## config.mk

```make
export PLATFORM = sky130hd
export DESIGN_NAME = inst_buffer
export DESIGN_NICKNAME = d
export VERILOG_FILES = /design/src/rtl/inst_buffer.sv
export SDC_FILE = /design/constraint.sdc
export NUM_CORES = 2
export LEC_CHECK = 0
export BUFFER_PORTS_ARGS = -buffer_cell sky130_fd_sc_hd__buf_2
export CORE_AREA = 2 2 433 521
export CTS_BUF_LIST = sky130_fd_sc_hd__clkbuf_16
export DETAILED_ROUTE_END_ITERATION = 16
export DIE_AREA = 0 0 435 523
export GPL_TIMING_DRIVEN = 0
export PLACE_DENSITY_LB_ADDON = 0.1
export SYNTH_ARGS = -nofsm -noshare
export SYNTH_HDL_FRONTEND = slang
export SYNTH_SLANG_ARGS = --single-unit
```

## constraint.sdc

```tcl
create_clock -name clock -period 14.45 [get_ports clock]
set_input_delay 0.7225 -clock clock [delete_from_list [all_inputs] [get_ports clock]]
set_output_delay 0.7225 -clock clock [all_outputs]
set_load 0.03 [all_outputs]
```

## src/rtl/inst_buffer.sv

```systemverilog
// ---------------------------------------------------------------------------
// inst_buffer
//
// Purpose:
//   Circular instruction buffer between fetch and dispatch. Fetch pushes up
//   to `N packets per cycle. Dispatch pops up to `N per cycle. Slot 0 is the
//   oldest packet on both sides.
//
// Ports:
//   clock        in   rising-edge clock
//   reset        in   synchronous, active-high reset (drops all entries)
//   flush        in   branch-stack restore; drops all entries on this edge
//   enq_packets  in   `N fetch packets, slot 0 oldest
//   enq_count    in   number of valid enq_packets, counted from slot 0
//   spots        out  free entries offered to fetch, min(DEPTH-count, `N)
//   deq_request  in   number of packets dispatch can take this cycle
//   deq_packets  out  oldest entries, slot 0 = head; unused slots are zero
//   deq_valid    out  number of valid deq_packets, counted from slot 0
//   perf_full_cycles    out  (INST_BUFFER_PERF_EN only) saturating count of
//                            cycles spent full
//   perf_max_occupancy  out  (INST_BUFFER_PERF_EN only) high-water mark of
//                            the entry count
//
// Configuration:
//   Define INST_BUFFER_PERF_EN to add the two performance-counter outputs.
//   With the macro undefined, neither the ports nor the counters exist.
//   `N and `NUM_SCALAR_BITS fall back to 3 and $clog2(`N+1) when the
//   surrounding build does not provide them.
// ---------------------------------------------------------------------------

`ifndef N
`define N 3
`endif

`ifndef NUM_SCALAR_BITS
`define NUM_SCALAR_BITS $clog2(`N+1)
`endif

package inst_buffer_pkg;

  localparam int IB_N  = `N;
  localparam int IB_SB = `NUM_SCALAR_BITS;

  typedef struct packed {
    logic [31:0] inst;
    logic [31:0] PC;
    logic        predict_taken;
    logic [7:0]  bp_packet;
    logic [31:0] predicted_PC;
    logic        is_jump;
  } FETCH_PACKET;

endpackage

module inst_buffer
  import inst_buffer_pkg::*;
#(
  // Entry count. Must be a power of two and at least `N.
  parameter int DEPTH = 8
) (
  input  logic                         clock,
  input  logic                         reset,
  input  logic                         flush,
  input  FETCH_PACKET [`N-1:0]         enq_packets,
  input  logic [`NUM_SCALAR_BITS-1:0]  enq_count,
  output logic [`NUM_SCALAR_BITS-1:0]  spots,
  input  logic [`NUM_SCALAR_BITS-1:0]  deq_request,
  output FETCH_PACKET [`N-1:0]         deq_packets,
  output logic [`NUM_SCALAR_BITS-1:0]  deq_valid
`ifdef INST_BUFFER_PERF_EN
  ,
  output logic [31:0]                  perf_full_cycles,
  output logic [$clog2(DEPTH):0]       perf_max_occupancy
`endif
);

  localparam int N_L   = `N;
  localparam int SB    = `NUM_SCALAR_BITS;
  localparam int PTR_W = $clog2(DEPTH);
  localparam int CNT_W = PTR_W + 1;

  // Storage. Never reset: reads are masked by deq_valid, so stale contents
  // can never reach deq_packets.
  FETCH_PACKET mem_q [DEPTH];

  logic [PTR_W-1:0] head_q, head_d;
  logic [PTR_W-1:0] tail_q, tail_d;
  logic [CNT_W-1:0] count_q, count_d;

  logic [CNT_W-1:0] free_w;
  logic [SB-1:0]    accepted_w;
  logic [SB-1:0]    occ_w;
  logic [SB-1:0]    deq_valid_w;

  // -------------------------------------------------------------------------
  // Fetch side. spots depends only on the registered count. It ignores
  // deq_request and flush so that fetch sees no combinational path back
  // through dispatch.
  // -------------------------------------------------------------------------
  always_comb begin
    free_w = CNT_W'(DEPTH) - count_q;
    if (free_w > CNT_W'(N_L)) begin
      spots = SB'(N_L);
    end else begin
      spots = SB'(free_w);
    end
  end

  // Packets beyond spots are dropped, never written over live entries.
  // During flush, nothing is accepted or released.
  always_comb begin
    accepted_w = (enq_count > spots) ? spots : enq_count;
    if (flush) begin
      accepted_w = '0;
    end

    occ_w = (count_q > CNT_W'(N_L)) ? SB'(N_L) : SB'(count_q);
    deq_valid_w = (deq_request > occ_w) ? occ_w : deq_request;
    if (flush) begin
      deq_valid_w = '0;
    end
  end

  assign deq_valid = deq_valid_w;

  // -------------------------------------------------------------------------
  // Next-state pointers and count. A simultaneous push and pop both apply.
  // Pointers wrap naturally because DEPTH is a power of two.
  // -------------------------------------------------------------------------
  always_comb begin
    head_d  = head_q + PTR_W'(deq_valid_w);
    tail_d  = tail_q + PTR_W'(accepted_w);
    count_d = count_q + CNT_W'(accepted_w) - CNT_W'(deq_valid_w);
    if (flush) begin
      head_d  = '0;
      tail_d  = '0;
      count_d = '0;
    end
  end

  always_ff @(posedge clock) begin
    if (reset) begin
      head_q  <= '0;
      tail_q  <= '0;
      count_q <= '0;
    end else begin
      head_q  <= head_d;
      tail_q  <= tail_d;
      count_q <= count_d;
    end
  end

  // Write the accepted packets at tail..tail+accepted-1, modulo DEPTH.
  always_ff @(posedge clock) begin
    for (int i = 0; i < N_L; i++) begin
      if (!reset && (SB'(i) < accepted_w)) begin
        mem_q[tail_q + PTR_W'(i)] <= enq_packets[i];
      end
    end
  end

  // -------------------------------------------------------------------------
  // Dispatch side. Reads come from registered state only, so a packet
  // written at an edge shows up no earlier than the next cycle.
  // Slots at or beyond deq_valid are forced to zero.
  // -------------------------------------------------------------------------
  genvar gi;
  generate
    for (gi = 0; gi < N_L; gi++) begin : g_rd
      logic [PTR_W-1:0] rd_idx;
      assign rd_idx          = head_q + PTR_W'(gi);
      assign deq_packets[gi] = (SB'(gi) < deq_valid_w) ? mem_q[rd_idx] : '0;
    end
  endgenerate

`ifdef INST_BUFFER_PERF_EN
  // -------------------------------------------------------------------------
  // Performance counters. Reset clears them. Flush leaves them alone, so
  // they keep their history across branch recoveries.
  // -------------------------------------------------------------------------
  logic [31:0]      full_cycles_q, full_cycles_d;
  logic [CNT_W-1:0] max_occ_q, max_occ_d;

  always_comb begin
    full_cycles_d = full_cycles_q;
    if ((count_q == CNT_W'(DEPTH)) && (full_cycles_q != 32'hFFFF_FFFF)) begin
      full_cycles_d = full_cycles_q + 32'd1;
    end
    max_occ_d = (count_q > max_occ_q) ? count_q : max_occ_q;
  end

  always_ff @(posedge clock) begin
    if (reset) begin
      full_cycles_q <= '0;
      max_occ_q     <= '0;
    end else begin
      full_cycles_q <= full_cycles_d;
      max_occ_q     <= max_occ_d;
    end
  end

  assign perf_full_cycles   = full_cycles_q;
  assign perf_max_occupancy = max_occ_q;
`endif

endmodule

```

==> impl_metrics.csv <==
group,metric,value,unit
cells_and_area,nets,5799,
cells_and_area,fillers,22024,
cts,htree_levels,3,
synthesis,synth_async_sr_flop_share,0,%
sta,min_period,7.117,ns
floorplan,boundaryPins,647,
critical_path,cp.depth,12,
placed_design,gp_congestion,0.8450,
critical_path,critPathLaunchType,"register",
power,irDropWorstVdd,0.00009078,V
global_route,antenna_found_initial,142,
drt,routed_wl,338200,um
drt,drc,0,
status,violations,"max-capacitance violations, max-slew violations",
status,status,"complete, but fails checks",
global_route,grt_use_met3,7.011,%
sta,setup_viol,0,
sta,fin_ws,7.333,ns
sta,finalCritPeriodShare,49.25,%
min_path,hold_class,"input port to register",
critical_path,cp_num_buf_inv,6,
global_route,grt_pass1_vias,50616,
critical_path,rrSetupSlack,8.07,ns
global_route,grt_use_total,28.89,%
synthesis,synth_edf_count,848,
power,leakagePower,26.76,nW
sta,hold_viol,0,
drt,vias_per_cell,5.820,
critical_path,path_cells,"inv_1, ha_1, nand2_1, ha_1, nand2b_1, clkbuf_1, inv_1, nor2_1, clkbuf_2, clkbuf_1, nor2_1, buf_2",
placed_design,numPortBuffers,646,
cts,cts_sinks,858,
global_route,use_met2,47.28,%
synthesis,netlist_area,0.06647,mm^2
synthesis,yosys_register_bits,858,
critical_path,max_stage_delay,1.11,ns
cts,cts_root_buffer,"clkbuf_16",
synthesis,synth_cell_types,52,
drt,wire_per_inst,39.42,um
critical_path,cp.arrival,6.39,ns
floorplan,die_area,0.2275,mm^2
cts,cts_buffer_depth,3,
sta,worstMarginPinSlew,1.544,ns
critical_path,worst-path-max-fanout,10,
sta,slew_headroom,-2.936,%
global_route,grt_max_degree,16,
cts,numCtsBuffers,111,
cells_and_area,drive_gt1_share,62.72,%
cts,cts_setup_buffers,0,
drt,vias,49937,
drt,dr.pass1.iters,5,
synthesis,seq_area_frac_synth,38.61,%
cts,cts_hold_buffers,0,
critical_path,required,13.73,ns
power,cellPowerDensity,130.5,mW/mm^2
cells_and_area,final_cells,8580,
global_route,top_usage_layer,"met2",
critical_path,critical_path_class,"register to primary output",
placed_design,preCtsSetupSlack,8.070,ns
synthesis,syn_inst,4522,
sta,fmax,140.5,MHz
critical_path,reg2reg_depth,17,
synthesis,yosys_warnings,0,
cts,cts_tree,"done",
drt,drt-initial-drc-count,4703,
cts,cts_resized,0,
floorplan,die_h,523,um
global_route,use_met1,36.51,%
cts,clkSlewWorstSetupHoldPaths,0.07,ns
floorplan,fp.coreArea,0.2225,mm^2
run,maxCapViolations,5,
drt,antenna_left,0,
placed_design,placed_cells,8318,
global_route,grt_pass1_wl,452100,um
sta,fin_skew,0.04864,ns
synthesis,synth_fp_nets,4866,
sta,grt_setup_unrepaired,"no",
floorplan,initial_core_util,29.87,%
synthesis,synthFlopType,"edfxtp_1",
floorplan,core.rowCount,190,
min_path,whs_path_depth,3,
synthesis,syn-mean-instance-area,14.70,um^2
critical_path,path_delay_family,"buffers and inverters",
critical_path,critPathSlowestCell,"nor2_1",
sta,slew_viol_final,38,
placed_design,dp_hpwl,235500,um
cells_and_area,area_growth_syn_to_layout,18.53,%
cts,clk-insertion-delay-late,0.84,ns
floorplan,fp.dieW,435,um
global_route,grt_overflow,0,
critical_path,cp-end-kind,"primary output",
==> per-layer routing <==
layer,up-vias,wire length (um)
met5,-,636
met4,104,14640
met3,632,28260
met2,2538,159800
met1,26388,134900
li1,20275,-
==> report_power, final <==
group | leakage [nW] | total (mW) | internal (mW) | switching (mW)
combinational | 17.2 | 4.33 | 1.67 | 2.66
sequential | 7.76 | 3.11 | 2.98 | 0.129
clock | 1.82 | 2.85 | 1.59 | 1.26
total | 26.8 | 10.3 | 6.23 | 4.05
==> cells by family (layout without fill, tap and decap cells) <==
logic type	Yosys count	in the layout	synth area share [%]
compound gates	152	152	1.214
xor+xnor	8	8	0.1450
fa+ha+maj	19	19	0.4029
buf+inv	424	1446	2.980
flops	858	858	38.61
mux	2526	2526	53.29
other cells	0	60	0
simple gates	535	535	3.351
==> cells in the final DEF (no fill, tap or decap), types with 4 or more instances in the layout <==
cell type      n
inv_1         37
clkbuf_2      27
fa_1           4
clkbuf_16    113
dfxtp_1       10
mux4_2       630
bufinv_16     10
nand2b_1       6
mux2i_4        8
buf_1         47
and2_1         4
mux2_1        64
clkinv_2      17
nor2_1       213
a21oi_1      134
o311ai_2       6
buf_4        129
clkinv_1      25
buf_6         83
clkinv_4       5
nand2_1      275
clkinvlp_4     5
nor3_2         9
buf_2        776
edfxtp_1     848
mux2_4         8
nand3_1        4
clkbuf_1     164
diode_2       60
mux2i_1      189
mux2_2      1627
ha_1          15
==> per-stage QoR <==
| step | power (mW) | hold slack [ns] | utilization [%] | instance area [um^2] | TNS (ns) |
|---|---|---|---|---|---|
| 2_1_floorplan | 5.825 | 0.5653 | - | 66470 | -942.65 |
| 3_3_place_gp | 7.593 | 0.6056 | 33.00 | 73420 | - |
| 3_5_place_dp | 7.485 | 0.6290 | 33.74 | 75070 | 0 |
| 4_1_cts | 10.33 | 0.2433 | 35.34 | 78630 | 0 |
| 5_1_grt | 10.60 | 0.2858 | 35.36 | 78690 | 0 |
| 6_report | 10.28 | 0.2784 | 35.40 | 78780 | 0 |
==> final timing paths <==
path	start	endpoint
worst max-delay path	count_q[2]	deq_packets[64]
worst min-delay path	reset	count_q[0]
worst max register to register	count_q[0]	mem_q[2][65]
worst min register to register	head_q[0]	head_q[0]
==> cell type report <==
class	count	area (um^2)	share of cell area [%]
Clock buffer	113	2828	3.589
Antenna cell	60	150.1	0.1906
Tap cell	2976	3724	4.727
Buffer	408	1957	2.484
Sequential cell	858	25660	32.58
Inverter	16	60.06	0.07623
Timing Repair Buffer	820	4787	6.076
Clock inverter	89	724.4	0.9196
Multi-Input combinational cell	3240	38890	49.36
==> cells in the mapped netlist, types with 2 or more instances <==
cell      number  area share (%)
mux2_2      1627              28
edfxtp_1     848              38
mux4_2       630              21
nand2_1      275             1.6
nor2_1       213             1.2
clkbuf_1     189             1.1
mux2i_1      189             2.8
a21oi_1      134             1.0
buf_2        128            0.96
mux2_1        64             1.1
buf_1         51            0.29
buf_6         21            0.36
buf_4         19            0.21
ha_1          15            0.28
inv_1         15           0.085
dfxtp_1       10            0.30
nor3_2         9            0.14
mux2_4         8            0.18
mux2i_4        8            0.27
nand2b_1       6           0.056
o311ai_0       6           0.079
and2_1         4           0.038
fa_1           4            0.12
nand3_1        4           0.030
a211oi_1       3           0.034
nor2b_1        3           0.028
o21ai_0        3           0.023
or2_1          3           0.028
or2_2          3           0.028
xnor2_1        3           0.040
xor2_1         3           0.040
nand4_2        2           0.038
nor4_4         2           0.064
o211ai_1       2           0.023
==> tightest hold or removal path, cell delays in order <==
cell and delay [ns]:
buf_2 0.11, nor2_2 0.08, and2_1 0.16
==> registers in the layout, summed over array words and instances (netlist names) <==
name / cells
tail_q: 3
count_q: 4
mem_q: 848
head_q: 3
No activity file was read; power rests on OpenSTA's default activity.
